$ cat src/rtl/sseg_pkg.sv
// Shared constants for the seven-segment scan driver: segment bit positions,
// hex glyph table, digit count and the per-frame content record.
package sseg_pkg;

   localparam int NUM_DIGITS = 4;

   // Bit positions inside the 8-bit sseg output (a is the MSB, dp the LSB).
   localparam int SEG_A  = 7;
   localparam int SEG_B  = 6;
   localparam int SEG_C  = 5;
   localparam int SEG_D  = 4;
   localparam int SEG_E  = 3;
   localparam int SEG_F  = 2;
   localparam int SEG_G  = 1;
   localparam int SEG_DP = 0;

   // Glyphs as {a,b,c,d,e,f,g}, indexed by hex code.
   localparam logic [6:0] GLYPH_ROM [16] = '{
      7'b1111110,  // 0
      7'b0110000,  // 1
      7'b1101101,  // 2
      7'b1111001,  // 3
      7'b0110011,  // 4
      7'b1011011,  // 5
      7'b1011111,  // 6
      7'b1110000,  // 7
      7'b1111111,  // 8
      7'b1111011,  // 9
      7'b1110111,  // A
      7'b0011111,  // b
      7'b1001110,  // C
      7'b0111101,  // d
      7'b1001111,  // E
      7'b1000111   // F
   };

   typedef struct packed {
      logic [4*NUM_DIGITS-1:0] din;
      logic [NUM_DIGITS-1:0]   dp;
      logic [NUM_DIGITS-1:0]   blank;
   } frame_t;

endpackage

$ cat src/rtl/sseg_scan_driver_if.sv
// Load handshake and display outputs of the scan driver, grouped for port use.
interface sseg_scan_driver_if;
   logic [15:0] din;
   logic [3:0]  dp_in;
   logic [3:0]  blank_in;
   logic        load;
   logic        ready;
   logic [7:0]  sseg;
   logic [3:0]  anode;

   modport master (
      output din, dp_in, blank_in, load,
      input  ready, sseg, anode
   );

   modport slave (
      input  din, dp_in, blank_in, load,
      output ready, sseg, anode
   );
endinterface

$ cat src/rtl/sseg_hex_decode.sv
// Combinational hex code to seven-segment glyph lookup.
module sseg_hex_decode
   import sseg_pkg::*;
(
   input  logic [3:0] code,
   output logic [6:0] seg
);

   assign seg = GLYPH_ROM[code];

endmodule

$ cat src/rtl/sseg_scan_driver.sv
// Four-digit multiplexed seven-segment driver with a one-deep pending buffer
// that is promoted to the display only at frame boundaries.
module sseg_scan_driver
   import sseg_pkg::*;
#(
   parameter int DIV = 50000
) (
   input  logic                     clk,
   input  logic                     rst,
   sseg_scan_driver_if.slave        bus
);

   localparam int CNT_W = (DIV > 1) ? $clog2(DIV) : 1;

   logic [CNT_W-1:0]      div_q, div_d;
   logic [1:0]            idx_q, idx_d;
   frame_t                pend_q, pend_d;
   logic                  pend_full_q, pend_full_d;
   frame_t                disp_q, disp_d;
   logic [7:0]            sseg_q, sseg_d;
   logic [NUM_DIGITS-1:0] anode_q, anode_d;

   logic   tick;
   logic   frame_bnd;
   logic   accept;
   frame_t incoming;
   logic [3:0] cur_code;
   logic [6:0] cur_glyph;

   sseg_hex_decode u_dec (
      .code (cur_code),
      .seg  (cur_glyph)
   );

   always_comb begin
      tick      = (div_q == CNT_W'(DIV - 1));
      frame_bnd = tick && (idx_q == 2'd0);
      accept    = bus.load && !pend_full_q;
      incoming  = '{din: bus.din, dp: bus.dp_in, blank: bus.blank_in};

      div_d = tick ? '0 : div_q + 1'b1;
      idx_d = tick ? idx_q - 1'b1 : idx_q;

      pend_d      = pend_q;
      pend_full_d = pend_full_q;
      disp_d      = disp_q;
      // A load landing on the boundary itself skips the buffer entirely.
      if (frame_bnd) begin
         if (pend_full_q) begin
            disp_d      = pend_q;
            pend_full_d = 1'b0;
         end else if (accept) begin
            disp_d = incoming;
         end
      end else if (accept) begin
         pend_d      = incoming;
         pend_full_d = 1'b1;
      end

      cur_code = disp_q.din[{idx_q, 2'b00} +: 4];
      anode_d  = NUM_DIGITS'(1) << idx_q;
      sseg_d   = '0;
      if (!disp_q.blank[idx_q]) begin
         sseg_d[SEG_A:SEG_G] = cur_glyph;
         sseg_d[SEG_DP]      = disp_q.dp[idx_q];
      end
   end

   always_ff @(posedge clk or posedge rst) begin
      if (rst) begin
         div_q       <= '0;
         idx_q       <= 2'd3;
         pend_q      <= '0;
         pend_full_q <= 1'b0;
         disp_q      <= '0;
         sseg_q      <= '0;
         anode_q     <= '0;
      end else begin
         div_q       <= div_d;
         idx_q       <= idx_d;
         pend_q      <= pend_d;
         pend_full_q <= pend_full_d;
         disp_q      <= disp_d;
         sseg_q      <= sseg_d;
         anode_q     <= anode_d;
      end
   end

   assign bus.ready = !pend_full_q;
   assign bus.sseg  = sseg_q;
   assign bus.anode = anode_q;

endmodule

$ cat src/flat_wrapper.sv
// flat-port wrapper written by rule: the top's interface ports become plain ports
module sseg_scan_driver_flat import sseg_pkg::*;
#(
   parameter int DIV = 50000
)
  (clk, rst, bus_din, bus_dp_in, bus_blank_in, bus_load, bus_ready, bus_sseg, bus_anode);
  sseg_scan_driver_if bus_i ();
  input  logic clk;
  input  logic rst;
  input wire logic [$bits(bus_i.din)-1:0] bus_din;
  input wire logic [$bits(bus_i.dp_in)-1:0] bus_dp_in;
  input wire logic [$bits(bus_i.blank_in)-1:0] bus_blank_in;
  input wire logic [$bits(bus_i.load)-1:0] bus_load;
  output wire logic [$bits(bus_i.ready)-1:0] bus_ready;
  output wire logic [$bits(bus_i.sseg)-1:0] bus_sseg;
  output wire logic [$bits(bus_i.anode)-1:0] bus_anode;
  assign bus_i.din = bus_din;
  assign bus_i.dp_in = bus_dp_in;
  assign bus_i.blank_in = bus_blank_in;
  assign bus_i.load = bus_load;
  assign bus_ready = bus_i.ready;
  assign bus_sseg = bus_i.sseg;
  assign bus_anode = bus_i.anode;
  sseg_scan_driver #(.DIV(DIV)) u_core (.clk(clk), .rst(rst), .bus(bus_i));
endmodule
$ cat config.mk
export PLATFORM = sky130hd
export DESIGN_NAME = sseg_scan_driver_flat
export DESIGN_NICKNAME = d
export VERILOG_FILES = /design/src/rtl/sseg_pkg.sv /design/src/rtl/sseg_scan_driver_if.sv /design/src/rtl/sseg_hex_decode.sv /design/src/rtl/sseg_scan_driver.sv /design/src/flat_wrapper.sv
export SDC_FILE = /design/constraint.sdc
export NUM_CORES = 1
export LEC_CHECK = 0
export ABC_AREA = 0
export ABC_CLOCK_PERIOD_IN_PS = 7400
export CORE_MARGIN = 2
export CORE_UTILIZATION = 35
export DETAILED_ROUTE_END_ITERATION = 7
export GPL_TIMING_DRIVEN = 0
export PLACE_DENSITY_LB_ADDON = 0.2
export SLEW_MARGIN = 15
export SYNTH_ARGS = -nofsm -noshare
export SYNTH_HDL_FRONTEND = slang
export SYNTH_SLANG_ARGS = --single-unit
$ cat constraint.sdc
create_clock -name clk -period 7.4 [get_ports clk]
set_clock_uncertainty 0.1 [all_clocks]
set_input_delay 2.22 -clock clk [delete_from_list [all_inputs] [get_ports clk]]
set_output_delay 2.22 -clock clk [all_outputs]
set_load 0.005 [all_outputs]
==> out/metrics.cfg, run 1 <==
[status]
outcome=completed

[floorplan]
rows=38
die_h_um=109.2
die_x_um=109.2
dieArea_um2=11930
initial_utilization=0.3576
io_pins=40
core_um2=10840

[placed_design]
dp.cells=454
io_buffers=39
postPlaceCellArea_um2=4464
place_congestion=0.7640
hpwl_um=4952

[drt]
routed_wirelength_um=7237
dr_wl_met2_um=3361
drc=0
num_vias=2247
wire_per_inst_um=15.46
final_antenna_net_count=0
met1_length_um=3522
vias_per_cell=4.801
top_layer=met4
drt_pass1_iterations=5
first_iter_violations=45
wl_met3_um=246

[worst_hold_path]
whs_path_depth=1
hold_class=flop to flop

[logic_synthesis]
syn-instance-count=274
yosysWarnings=0
syn_nets=312
syn_area_um2=3876
synth-async-reset-ratio=1.000
synth_top_area_cell=dfrtp_1
synthDominantCellAreaShare=0.4971
yosys.cell_types.count=39
synth_area_leaders=dfrtp_1 50%, mux2_2 15%, mux2_4 7.7%
synth.most_common_cell=dfrtp_1
avgSynthCellArea_um2=14.15
synth_edf_count=0
ys.flop_type=dfrtp_1
ys_top_cells_by_count=77 x dfrtp_1, 53 x mux2_2, 20 x mux2_4
yosys_register_bits=79
yosysSeqAreaShare=0.5107

[worst_setup_path]
cp-end-kind=primary output
critical_path_class=flop to primary output
ff2ff_path_depth=8
path_cells=clkbuf_1, inv_1, clkdlybuf4s50_1
crit_path_start_kind=flop
crit_fanout=8
critical_path.slowest_cell=clkdlybuf4s50_1
required_ns=5.08
slowest_delay_ns=0.46
worstPathArrival_ns=1.60

[job]
maxCapViolations=0

[global_route]
gr-total-overflow=0
grt_antenna_before_repair=0
grt_first_pass_wirelength_um=12220
track_usage=0.1376
grt_start_max_net_pins=42
grt_pass1_vias=2394

[layout]
num_antenna_cells=0
nNetsFinal=363
drive_gt1_frac=0.3354
area_growth_pct=19.88
fill_cells=1052
design_area_um2=4647
fin_cells=468

[clock_tree]
cts_buffers=9
clk_pin_slew_ns=0.07
post-cts-setup-buffer-count=0
cts_hold_buf=0
cts.sinks=79
cts_tree=yes
clk_latency_ns=0.35
ctsResizeCount=0
ctsRootBufferMaster=clkbuf_8
clockBufferDepth=2
htree_levels=3

[timing]
fin_crit_sh=0.5298
hold_ws_ns=0.3584
rsz0062_at_grt=no
slew_headroom=0.5932
finalHoldViolations=0
fmax_ghz=0.2551
setup_tns_ns=0
maxSlewViolCount=0
period_minus_slack_ns=3.920
finalSetupViolCount=0
tightest_slew_ns=0.6102

[power]
power_leakage_nw=2.047
ir_worst_vdd_v=0.00009022
power_mw=0.8536
powerDensity_nw_per_um2=183.7

[report_power, final]
group / switching, mW / internal, mW / total [mW]
logic: 0.0308 / 0.0546 / 0.0853
clock network: 0.149 / 0.155 / 0.304
registers: 0.0102 / 0.454 / 0.464
total: 0.190 / 0.664 / 0.854
[per-stage QoR]
| step | worst slack [ns] | utilization |
|---|---|---|
| after floorplan | 3.060 | - |
| after global placement | 1.635 | 0.4097 |
| after detailed placement | 3.501 | 0.4118 |
| after CTS | 3.433 | 0.4287 |
| after global routing | 3.350 | 0.4287 |
| final | 3.480 | 0.4287 |
[worst max-delay path: cells and delay by family (launching register included)]
family / cells / cell delay [ns]
buffers and inverters: 3 / 0.93
DFF: 1 / 0.32
[cells by family (layout without fill, tap and decap cells)]
| group | count (synthesis) | count (layout) | share of synthesized area |
|---|---|---|---|
| xor+xnor | 12 | 12 | 0.02711 |
| compound gates | 18 | 18 | 0.03486 |
| fa+ha+maj | 11 | 11 | 0.03551 |
| buf+inv | 22 | 76 | 0.03970 |
| mux | 81 | 81 | 0.2715 |
| simple gates | 51 | 51 | 0.08070 |
| flops | 79 | 79 | 0.5107 |
[layout by cell type, fill, tap and decap left out, drive strengths merged, types with 2 or more instances in the layout]
master | synthesis | final
mux2 | 73 | 73
and2 | 3 | 3
nand2 | 10 | 10
mux2i | 2 | 2
ha | 11 | 11
a221oi | 5 | 5
dfrtp | 77 | 77
nor2b | 4 | 4
mux4 | 6 | 6
and4 | 2 | 2
dfstp | 2 | 2
xnor2 | 6 | 6
nor4b | 2 | 2
a21oi | 4 | 4
buf | 8 | 9
xor2 | 6 | 6
clkdlybuf4s50 | 0 | 39
nand4 | 6 | 6
inv | 9 | 9
o21ai | 3 | 3
clkbuf | 5 | 19
nand3 | 4 | 4
nor2 | 15 | 15
[per-layer routing]
layer / vias to the layer above / track usage
met2: 30 / 0.2138
li1: 1080 / -
met5: - / 0
met1: 1130 / 0.1823
met4: 0 / 0.05967
met3: 7 / 0.03467
[cell type report]
class                   count  area (um2)  area share
flip-flops and latches     79        1979      0.4260
clock buffers              14       182.7     0.03931
multi-input cells         173        1743      0.3751
well taps                 140       175.2     0.03770
repair buffers             40       410.4     0.08831
inverters                   9       36.28    0.007808
plain buffers              13       120.1     0.02585
[registers in the layout, indices dropped and copies added (netlist names)]
name	flops
u_core.pend_q	24
u_core.idx_q	2
u_core.bus.anode	4
u_core.disp_q	24
u_core.div_q	16
u_core.pend_full_q	1
u_core.bus.sseg	8
[path summary, 6_finish.rpt]
check | from | endpoint | slack (ns)
max reg2reg | u_core.idx_q[1]$_DFFE_PP1N_ | u_core.pend_q[21]$_DFFE_PP0P_ | 4.90
min reg2reg | u_core.div_q[0]$_DFF_PP0_ | u_core.div_q[0]$_DFF_PP0_ | 0.36
max in group asynchronous | rst | u_core.pend_q[17]$_DFFE_PP0P_ | 4.45
min in group asynchronous | rst | u_core.bus.sseg[5]$_DFF_PP0_ | 2.16
max | u_core.pend_full_q$_DFFE_PP0P_ | bus_ready | 3.48
min | u_core.div_q[0]$_DFF_PP0_ | u_core.div_q[0]$_DFF_PP0_ | 0.36
No activity file was read; power rests on OpenSTA's default activity.
==> run 2: changes to the inputs <==
--- a/config.mk
+++ b/config.mk
@@ -6,7 +6,7 @@
 export NUM_CORES = 1
 export LEC_CHECK = 0
 export ABC_AREA = 0
-export ABC_CLOCK_PERIOD_IN_PS = 7400
+export ABC_CLOCK_PERIOD_IN_PS = 3400
 export CORE_MARGIN = 2
 export CORE_UTILIZATION = 35
 export DETAILED_ROUTE_END_ITERATION = 7
==> constraint.sdc (replaced) <==
create_clock -name clk -period 3.4 [get_ports clk]
set_clock_uncertainty 0.1 [all_clocks]
set_input_delay 1.02 -clock clk [delete_from_list [all_inputs] [get_ports clk]]
set_output_delay 1.02 -clock clk [all_outputs]
set_load 0.005 [all_outputs]
==> results of run 2 <==
Same layout as run 1 (identical final DEF). Status: completed.
Main changes from that run: setup slack after placement 3.501 ns -> 0.7011 ns; setup slack after layout 3.480 ns -> 0.6798 ns; register-to-register setup slack 4.90 ns -> 0.90 ns; total power 0.8536 mW -> 1.858 mW; worst IR drop on VDD 0.00009022 V -> 0.0001964 V
==> run 3: changes to the inputs <==
--- a/config.mk
+++ b/config.mk
@@ -6,7 +6,7 @@
 export NUM_CORES = 1
 export LEC_CHECK = 0
 export ABC_AREA = 0
-export ABC_CLOCK_PERIOD_IN_PS = 3400
+export ABC_CLOCK_PERIOD_IN_PS = 2600
 export CORE_MARGIN = 2
 export CORE_UTILIZATION = 35
 export DETAILED_ROUTE_END_ITERATION = 7
==> constraint.sdc (replaced) <==
create_clock -name clk -period 2.6 [get_ports clk]
set_clock_uncertainty 0.1 [all_clocks]
set_input_delay 0.78 -clock clk [delete_from_list [all_inputs] [get_ports clk]]
set_output_delay 0.78 -clock clk [all_outputs]
set_load 0.005 [all_outputs]
==> run 3 against run 2 <==
Net effect:
- final cell count shrank 0.43%
- via count up 0.13%
- register-to-register slack got worse by 0.62 ns
- design area is 0.22% lower
- global-route usage up 0.087 points
- highest routed layer unchanged
==> out/metrics.cfg, run 3 (same netlist as run 1, synthesis figures left out) <==
[placed_design]
place_ws_ns=0.03998
hpwl_um=5056  ; +2.1%
io_buffers=39  ; unchanged
place_congestion=0.8176  ; +7.0%

[floorplan]
initial_utilization=0.3576  ; unchanged
die_h_um=109.2  ; unchanged
die_x_um=109.2  ; unchanged
io_pins=40  ; unchanged
core_um2=10840  ; unchanged
dieArea_um2=11930  ; unchanged
rows=38  ; unchanged

[worst_hold_path]
hold_class=flop to flop

[clock_tree]
post-cts-setup-buffer-count=0  ; unchanged
htree_levels=3  ; unchanged
cts_tree=yes
clk_latency_ns=0.34  ; about the same
clockBufferDepth=2  ; unchanged
clk_pin_slew_ns=0.07  ; about the same
cts_hold_buf=0  ; unchanged
cts.sinks=79  ; unchanged
cts_buffers=9  ; unchanged
ctsResizeCount=0  ; unchanged
ctsRootBufferMaster=clkbuf_8

[status]
outcome=completed

[timing]
maxSlewViolCount=0  ; unchanged
setup_slack_ns=0.2547
finalHoldViolations=0  ; unchanged
fmax_ghz=0.4264
period_minus_slack_ns=2.345
tightest_slew_ns=0.6832  ; +0.07296 ns
slew_headroom=0.5436  ; -0.04960
finalSetupViolCount=0  ; unchanged
rsz0062_at_grt=no
fin_crit_sh=0.9020

[layout]
multiInputGateArea_um2=1743  ; unchanged
drive_gt1_frac=0.3374  ; +0.002057
nNetsFinal=362  ; -0.28%
top_regs=u_core.disp_q: 24 flops, u_core.pend_q: 24 flops, u_core.div_q: 16 flops
register_area_um2=1979  ; unchanged
final_common_cell=dfrtp_1
layout_common_cells=77 x dfrtp_1, 53 x mux2_2, 39 x clkdlybuf4s50_1
utilization=0.4277  ; -0.0009230
fill_cells=1047  ; -0.48%
num_antenna_cells=0  ; unchanged
area_growth_pct=19.63

[global_route]
grt_pass1_vias=2450  ; +2.3%
grt_antenna_before_repair=0  ; unchanged
track_usage=0.1385  ; +0.0008663
grt_start_max_net_pins=30  ; -29%
grt_first_pass_wirelength_um=12480  ; +2.1%
gr-total-overflow=0  ; unchanged

[drt]
first_iter_violations=51  ; +13%
num_vias=2250  ; +0.13%
final_antenna_net_count=0  ; unchanged
vias_per_cell=4.828  ; +0.56%
drc=0  ; unchanged
routed_wirelength_um=7201  ; -0.50%
drt_pass1_iterations=4  ; -1
wire_per_inst_um=15.45  ; about the same

[worst_setup_path]
cp-end-kind=primary output
required_ns=1.72
crit_fanout=8  ; unchanged
worstPathArrival_ns=1.47  ; -0.13 ns
critical_path_class=flop to primary output
crit_path_start_kind=flop

[power]
ir_worst_vdd_v=0.0002019
switching_power_mw=0.5316
powerDensity_nw_per_um2=504.0
p_seq_frac=0.565  ; +0.022
p_sw_frac=0.2275
p_int_mw=1.806
p_clk_frac=0.328  ; -0.029
combPwrFrac=0.107  ; +0.007
power_leakage_nw=2.039  ; -0.38%

[job]
maxCapViolations=0  ; unchanged

## run 3: changes by cell type in the layout (fill, tap and decap cells not counted)
cell and change:
inv_4 -1, clkinv_2 +2, buf_16 +1, clkbuf_8 -3, clkinvlp_4 +1, clkbuf_1 -2
## run 3: power by group through the flow
stage	clock [mW]	combinational, mW	sequential [mW]
after floorplan	0	0.146	1.34
after global placement	0	0.242	1.34
after detailed placement	0	0.254	1.34
after CTS	0.812	0.257	1.32
after global routing	0.860	0.276	1.33
final	0.767	0.250	1.32
## run 3: stage by stage
| stage | cells | total power [mW] | area, um2 | TNS [ns] | hold slack (ns) |
|---|---|---|---|---|---|
| after floorplan | 274 | 1.482 | 3880 | 0 | 0.3245 |
| after global placement | 453 | 1.584 | 4446 | -11.78 | 0.3399 |
| after detailed placement | 455 | 1.598 | 4493 | 0 | 0.3447 |
| after CTS | 468 | 2.388 | 4644 | 0 | 0.3548 |
| after global routing | 466 | 2.464 | 4637 | 0 | 0.3952 |
| final | 466 | 2.337 | 4637 | 0 | 0.3549 |
## run 3: cell type report
type                    count  share of cell area
repair buffers             41             0.09444
inverters                   9            0.008095
clock inverters             2            0.002159
multi-input cells         173              0.3759
clock buffers              11             0.03049
flip-flops and latches     79              0.4269
well taps                 140             0.03778
plain buffers              11             0.02428
## run 3: worst paths after layout
path | slack (ns) | to | startpoint | cells past startpoint
worst max-delay path | 0.25 | bus_ready | u_core.pend_full_q$_DFFE_PP0P_ | 2
worst min-delay path | 0.35 | u_core.div_q[0]$_DFF_PP0_ | u_core.div_q[0]$_DFF_PP0_ | 1
worst max register to register | 0.28 | u_core.bus.sseg[4]$_DFF_PP0_ | u_core.idx_q[0]$_DFFE_PP1N_ | 6
worst min register to register | 0.35 | u_core.div_q[0]$_DFF_PP0_ | u_core.div_q[0]$_DFF_PP0_ | 1
max in group asynchronous | 0.78 | u_core.idx_q[0]$_DFFE_PP1N_ | rst | 4
min in group asynchronous | 0.78 | u_core.pend_q[5]$_DFFE_PP0P_ | rst | 2
## run 3: metal layers
metal	global-route usage	up-vias	wire (um)
met5	0	-	0
met4	0.05335	0	97
met3	0.03228	7	275
met2	0.2112	30	3289
met1	0.1915	1138	3538
li1	-	1075	-
## run 3: worst max-delay path, cell delays in order, from the launching register on
cell             delay [ns]
dfrtp_1                0.50
inv_1                  0.12
clkdlybuf4s50_1        0.51
